## src/rtl/decode_stage.sv

```systemverilog
// decode_stage: RV32 OP/OP-IMM decode with 32x32 regfile and issue scoreboard.
// Optional DECODE_WB_BYPASS_EN forwards wb_data into a hazarding source in the write-back cycle.
module decode_stage #(
  parameter int XLEN  = 32,
  parameter int NREGS = 32
) (
  input  logic            clk,
  input  logic            rst_n,
  input  logic            in_valid,
  input  logic [XLEN-1:0] in_inst,
  output logic            in_ready,
  output logic            out_valid,
  input  logic            out_ready,
  output logic [2:0]      funct3,
  output logic [6:0]      funct7,
  output logic [XLEN-1:0] x,
  output logic [XLEN-1:0] y,
  output logic            alu_sel,
  output logic [4:0]      rd,
  input  logic            wb_en,
  input  logic [4:0]      wb_rd,
  input  logic [XLEN-1:0] wb_data,
  output logic            illegal
);
  logic [XLEN-1:0]  r_regs [NREGS];
  logic [NREGS-1:0] r_sb;
  logic [NREGS-1:0] w_sb_nxt;
  logic [6:0]       w_op;
  logic [4:0]       w_rs1, w_rs2, w_rd;
  logic             w_is_r, w_is_i, w_legal, w_hz, w_acc, w_byp1, w_byp2;
  logic [XLEN-1:0]  w_imm, w_x, w_y;

  assign w_op    = in_inst[6:0];
  assign w_rd    = in_inst[11:7];
  assign w_rs1   = in_inst[19:15];
  assign w_rs2   = in_inst[24:20];
  assign w_is_r  = w_op == 7'b0110011;
  assign w_is_i  = w_op == 7'b0010011;
  assign w_legal = w_is_r || w_is_i;
  assign w_imm   = {{(XLEN-12){in_inst[31]}}, in_inst[31:20]};

`ifdef DECODE_WB_BYPASS_EN
  assign w_byp1 = wb_en && wb_rd == w_rs1;
  assign w_byp2 = wb_en && wb_rd == w_rs2;
`else
  assign w_byp1 = 1'b0;
  assign w_byp2 = 1'b0;
`endif

  // Illegal opcodes never stall; they are dropped as soon as the output slot frees.
  assign w_hz = w_legal && ((w_rs1 != 5'd0 && r_sb[w_rs1] && !w_byp1) ||
                            (w_is_r && w_rs2 != 5'd0 && r_sb[w_rs2] && !w_byp2));
  assign in_ready = (!out_valid || out_ready) && !w_hz;
  assign w_acc    = in_valid && in_ready;
  assign w_x = (w_rs1 == 5'd0) ? '0 : w_byp1 ? wb_data : r_regs[w_rs1];
  assign w_y = w_is_i ? w_imm : (w_rs2 == 5'd0) ? '0 : w_byp2 ? wb_data : r_regs[w_rs2];

  // Issue set is applied after write-back clear so a same-register collision stays busy.
  always_comb begin
    w_sb_nxt = r_sb;
    if (wb_en) w_sb_nxt[wb_rd] = 1'b0;
    if (w_acc && w_legal && w_rd != 5'd0) w_sb_nxt[w_rd] = 1'b1;
    w_sb_nxt[0] = 1'b0;
  end

  always_ff @(posedge clk or negedge rst_n) begin
    if (!rst_n) begin
      out_valid <= 1'b0;
      illegal   <= 1'b0;
      funct3    <= '0;
      funct7    <= '0;
      x         <= '0;
      y         <= '0;
      alu_sel   <= 1'b0;
      rd        <= '0;
      r_sb      <= '0;
    end else begin
      out_valid <= (w_acc && w_legal) || (out_valid && !out_ready);
      illegal   <= w_acc && !w_legal;
      r_sb      <= w_sb_nxt;
      if (w_acc && w_legal) begin
        funct3  <= in_inst[14:12];
        funct7  <= in_inst[31:25];
        x       <= w_x;
        y       <= w_y;
        alu_sel <= w_is_i;
        rd      <= w_rd;
      end
    end
  end

  always_ff @(posedge clk or negedge rst_n) begin
    if (!rst_n) begin
      for (int i = 0; i < NREGS; i++) r_regs[i] <= '0;
    end else if (wb_en && wb_rd != 5'd0) begin
      r_regs[wb_rd] <= wb_data;
    end
  end
endmodule

```

## config.mk

```make
export PLATFORM = sky130hd
export DESIGN_NAME = decode_stage
export DESIGN_NICKNAME = d
export VERILOG_FILES = /design/src/rtl/decode_stage.sv
export SDC_FILE = /design/constraint.sdc
export NUM_CORES = 2
export LEC_CHECK = 0
export BUFFER_PORTS_ARGS = -buffer_cell sky130_fd_sc_hd__buf_2
export CORE_ASPECT_RATIO = 1.1
export CORE_MARGIN = 1
export CORE_UTILIZATION = 40
export CTS_CLUSTER_DIAMETER = 60
export DETAILED_ROUTE_END_ITERATION = 6
export SYNTH_ARGS = -nofsm -noshare
export SYNTH_HDL_FRONTEND = slang
export SYNTH_SLANG_ARGS = --single-unit
```

## constraint.sdc

```tcl
create_clock -name clk -period 3.35 [get_ports clk]
set_input_delay 0.67 -clock clk [delete_from_list [all_inputs] [get_ports clk]]
set_output_delay 0.67 -clock clk [all_outputs]
set_load 0.1 [all_outputs]
```

==> After elaboration in Yosys (flattened, before gate mapping) <==
Index checks and enable logic that the tools add are counted.
{ "classes": {"n_lt_le_gt_ge": 10, "n_eq_ne": 2, "n_mux": 22, "n_bitwise": 6, "n_reduce_logical": 28} }
{ "op_table": {"columns": ["operator", "count"], "rows": [
  ["$bwmux W1024", 1],
  ["$bmux W32 S5", 2],
  ["$mux W32", 10],
  ["$demux W32 S5", 1],
  ["$and A32 B32 Y32", 1],
  ["$not A32 Y32", 1],
  ["$or A32 B32 Y32", 1],
  ["$lt A5 B6 Y1 const B", 4],
  ["$reduce_bool A5 Y1", 4],
  ["$ge A6 B6 Y1 const B", 3],
  ["$not A5 Y6", 3],
  ["$logic_and A1 B1 Y1", 14],
  ["$bmux W1 S5", 2],
  ["$demux W1 S5", 2],
  ["$ge A5 B1 Y1 const B", 2],
  ["$logic_not A5 Y1", 2],
  ["$eq A7 B5 Y1 const B", 1],
  ["$eq A7 B6 Y1 const B", 1],
  ["$lt A6 B1 Y1 const B", 1],
  ["$logic_not A1 Y1", 4],
  ["$logic_or A1 B1 Y1", 4],
  ["$mux W1", 4]
]} }
{ "totals": {"register_bits": 1137, "output_inout_bits": 83} }

==> Depth between registers and ports, before layout <==
{ "logic_depth": {"ltp_word": 11, "depth_mapped": 11} }

==> Worst setup path before layout <==
No wires, ideal clock.
{ "synth_timing": {"path_type": "input-to-output", "start": "input port in_inst[17]", "end": "output port in_ready", "t_arrival_ns": 4.181, "required_time_ns": 2.680, "slack_ns": -1.501, "cell_stages": 6, "path_buffers": 1, "cell_sequence": "buf_2 -> mux4_2 -> mux2_2 -> o311ai_4 -> nand2_1 -> a21boi_0"} }
{ "synth_via": {"elab_chain_len": 7} }
{ "synth_lines": {"columns": ["element", "line", "rtl"], "rows": [
  ["start, declared", "10", "input logic [XLEN-1:0] in_inst,"],
  ["$bmux W1 S5", "51", "assign w_hz = w_legal && ((w_rs1 != 5'd0 && r_sb[w_rs1] && !w_byp1) ||"],
  ["$mux W1 (not written as such)", "51", null],
  ["$logic_and A1 B1 Y1 *", "51", null],
  ["$logic_or A1 B1 Y1 *", "51", null],
  ["$logic_and A1 B1 Y1 *", "51", null],
  ["$logic_not A1 Y1 *", "53", "assign in_ready = (!out_valid || out_ready) && !w_hz;"],
  ["$logic_and A1 B1 Y1 *", "53", null],
  ["end, declared", "11", "output logic in_ready,"]
]} }
Every way passes the cells marked *; elsewhere a longest branch is shown, timed or not. The select of a mux whose other input is x is not followed.

==> Final worst setup path <==
{ "layout_timing": {"start": "register r_sb[17]", "end": "output port in_ready"} }
{ "layout_via": {"elab_chain_len": 7} }
{ "layout_lines": {"columns": ["element", "line", "rtl"], "rows": [
  ["start, declared", "26", "logic [NREGS-1:0] r_sb;"],
  ["start signal, assigned", "80", "r_sb <= w_sb_nxt;"],
  ["$bmux W1 S5 (on tied branches)", "51, 52", null],
  ["$mux W1 (on tied branches)", "51, 52", null],
  ["$logic_and A1 B1 Y1 (on tied branches)", "51, 52", null],
  ["$logic_or A1 B1 Y1 *", "51", null],
  ["$logic_and A1 B1 Y1 *", "51", null],
  ["$logic_not A1 Y1 *", "53", null],
  ["$logic_and A1 B1 Y1 *", "53", null]
]} }
Marks and branches as above.

==> results_dict.tcl <==
set metrics [dict create \
    post_drt_wl_per_cell_um 31.16 \
    crit_arrival_ns 2.74 \
    hold_depth 2 \
    place_ws_ns 0.1080 \
    clock_latency_ns 0.74 \
    htreeDepth 3 \
    synthFlopType "dfrtp_1" \
    switching_share_pct 27.45 \
    syn_nets 3857 \
    violations "setup timing" \
    synthArstFlopShare_pct 100.0 \
    synth_commonest_cells "dfrtp_1, mux2_2, mux4_2" \
    path_clk_slew_ns 0.06 \
    rsz0062_at_grt "true" \
    synth_top_area_share_pct 48.15 \
    rows 147 \
    initial_utilization_pct 40.41 \
    rr_worst_depth 8 \
    p_sw_w 0.01111 \
    crit_fanout 3 \
    r2r_end "x[9]$_DFFE_PN0P_" \
    post-route-period-util_pct 101.7 \
    cts_root_buf "clkbuf_16" \
    place_hpwl_mm 107.7 \
    slowest_delay_ns 0.46 \
    ioPinCount 157 \
    finalWirelength_mm 183.0 \
    final_max_slew_viol_count 0 \
    fin_nets 3912 \
    synth-edff-count 0 \
    pwr-share-comb_pct 20.5 \
    tns_ns -0.05717 \
    final_layout_size_suffix_gt1_share_pct 57.57 \
    synth-seq-cells 1137 \
    fin_crit_ns 3.407 \
    cts.sinks 1137 \
    outcome "finished with violations" \
    critPathSlowestCell "mux4_2" \
    port_buffers 156 \
    ys_seq_area_share_pct 48.15 \
    clk_path_buf_depth 3 \
    die_x_um 368.5 \
    hp-start "in_inst[12]" \
    crit_type "flip-flop to primary output" \
    fmax_ghz 0.2935 \
    place.gp.congestion 0.8331 \
    drtIter0Drc 3178 \
    irDropWorstVdd_mv 0.3895 \
    start_kind "flip-flop" \
    synth_top_area_cell "dfrtp_1" \
    grt_use_total_pct 24.92 \
    p_clk_share_pct 35.0 \
    worstPathRequired_ns 2.68 \
    cts_tree "built" \
    drv_cap 0 \
    worstMarginPinSlew_ns 1.047 \
    finalSetupViolCount 1 \
    setup_ws_ns -0.05717 \
    hold_violations 0 \
    relSlewSlack_pct 30.17 \
    netlist_instances 3783 \
    vias 36360 \
    area_growth_pct 14.38 \
    syn_area_sq_um 59090 \
    drc 0 \
    core_sq_um 146200 \
    first_pass_iters 5 \
    path_cells "mux4_2 > mux2_2 > o311ai_4 > nand2_1 > a21boi_4 > buf_12" \
    p_int_w 0.02936 \
    grt_max_degree 101 \
    dieArea_sq_um 149300 \
    routed_via_density 6.191 \
    antenna_found_initial 12 \
    grt_pass1_vias 37970 \
    avgSynthCellArea_sq_um 15.62 \
    end_kind "primary output" \
    rrSetupSlack_ns 0.76 \
    grt_first_pass_wirelength_mm 272.7 \
    synth_most_common_cell "dfrtp_1" \
    min_path_type "input port to flip-flop" \
    fp.dieH_um 405.1 \
    whs_endpoint "funct3[0]$_DFFE_PN0P_" \
    p_leak_nw 29.39 \
    yosys_warnings 0 \
    grt_overflow 0 \
    cts_made_buffers 120 \
    clock_skew_ns 0.02386 \
    ant_nets 0 \
    ys_types 58 \
    r2r-start "r_sb[5]$_DFF_PN0_" \
    seq_power_share_pct 44.4 \
    powerDensity_nw_per_um2 598.7 \
    synthTopCellsByArea "dfrtp_1, mux4_2, mux2_2" \
]
-- worst max-delay path by stage --
| stage | depth (start not counted) | from | slack [ns] | end |
|---|---|---|---|---|
| 2_1_floorplan | 6 | in_inst[17] | 0.04 | in_ready |
| 3_3_place_gp | 8 | in_inst[21] | 0.08 | in_ready |
| 3_5_place_dp | 8 | in_inst[15] | 0.11 | in_ready |
| 5_1_grt | 7 | r_sb[7]$_DFF_PN0_ | -0.11 | in_ready |
| 6_report | 6 | r_sb[17]$_DFF_PN0_ | -0.06 | in_ready |
| 4_1_cts | 7 | r_sb[10]$_DFF_PN0_ | -0.12 | in_ready |
-- layout by cell type (no fill, tap or decap), types with 7 or more instances in the layout --
cell type     n
bufinv_16    15
a221o_1      15
o22ai_1      21
clkbuf_16   123
buf_12       83
clkbuf_1     23
a21oi_1      18
nor3b_1       8
nor3_1        7
nand2_1      84
dfrtp_1    1136
mux2_4        9
mux4_2      600
o211ai_1     11
clkbuf_8     24
inv_1        43
nand3_1      15
mux2i_1      61
nor2_4       17
o21ai_0      78
clkinv_2     20
buf_2       147
nor2_1       60
a2bb2oi_1    15
mux2_2     1060
nand2_4      13
buf_4       112
-- worst max-delay path: cells and delay by family (launching register included) --
family                 cells  cell delay (ns)
muxes                      2             0.76
AOI/OAI and AO/OA          2             0.47
DFF                        1             0.43
buffers and inverters      1             0.19
and+or+nand+nor            1             0.14
-- per-stage QoR --
| stage | std cells | cell area, sq um | utilization [%] | total power (W) | hold slack, ns |
|---|---|---|---|---|---|
| 2_1_floorplan | 3783 | 59110 | - | 0.02399 | 0.3744 |
| 3_3_place_gp | 5647 | 63370 | 43.34 | 0.02627 | 0.3661 |
| 3_5_place_dp | 5647 | 63370 | 43.34 | 0.02651 | 0.3636 |
| 4_1_cts | 5871 | 67580 | 46.21 | 0.04071 | 0.1225 |
| 5_1_grt | 5872 | 67590 | 46.22 | 0.04210 | 0.1586 |
| 6_report | 5873 | 67590 | 46.23 | 0.04047 | 0.1655 |
-- layer usage --
metal | GRT usage [%] | wire length (um)
met5 | 0 | 42
met4 | 7.716 | 5210
met3 | 3.777 | 12410
met2 | 39.89 | 87580
met1 | 35.06 | 77780
-- registers in the layout, summed over array words and instances (netlist names), 3 cells and up --
signal	count
funct7	7
funct3	3
x	32
r_regs	1024
y	32
rd	5
r_sb	31
-- timing repair --
action | 4_1_cts | 5_1_grt
cloned | 0 | 0
hold endpoints to repair | 31 | 0
buffers inserted | 5 | 0
endpoints found under the setup margin | 1 | 1
hold buffers | 1 | 0
pin swaps | 4 | 2
gates resized for setup | 0 | 3
-- layout make-up --
class	instances	area, sq um
fillers	12650	78630
flip-flops and latches	1137	28450
inverters	44	166.4
diodes	2	5.005
clock inverters	49	680.7
repair buffers	350	3348
multi-input cells	2185	29030
clock buffers	169	3481
well taps	1937	2424
-- power by group through the flow --
| stage | Sequential, W | Combinational, W | Clock, W |
|---|---|---|---|
| 2_1_floorplan | 0.0182 | 0.00583 | 0 |
| 3_3_place_gp | 0.0181 | 0.00820 | 0 |
| 3_5_place_dp | 0.0182 | 0.00834 | 0 |
| 4_1_cts | 0.0179 | 0.00837 | 0.0144 |
| 5_1_grt | 0.0183 | 0.00887 | 0.0149 |
| 6_report | 0.0180 | 0.00831 | 0.0142 |
-- logic make-up after synthesis --
family	share of synthesized area (%)
simple gates	1.912
mux	44.35
buf+inv	3.208
compound gates	2.386
flops	48.15
No activity file was read; power rests on OpenSTA's default activity.
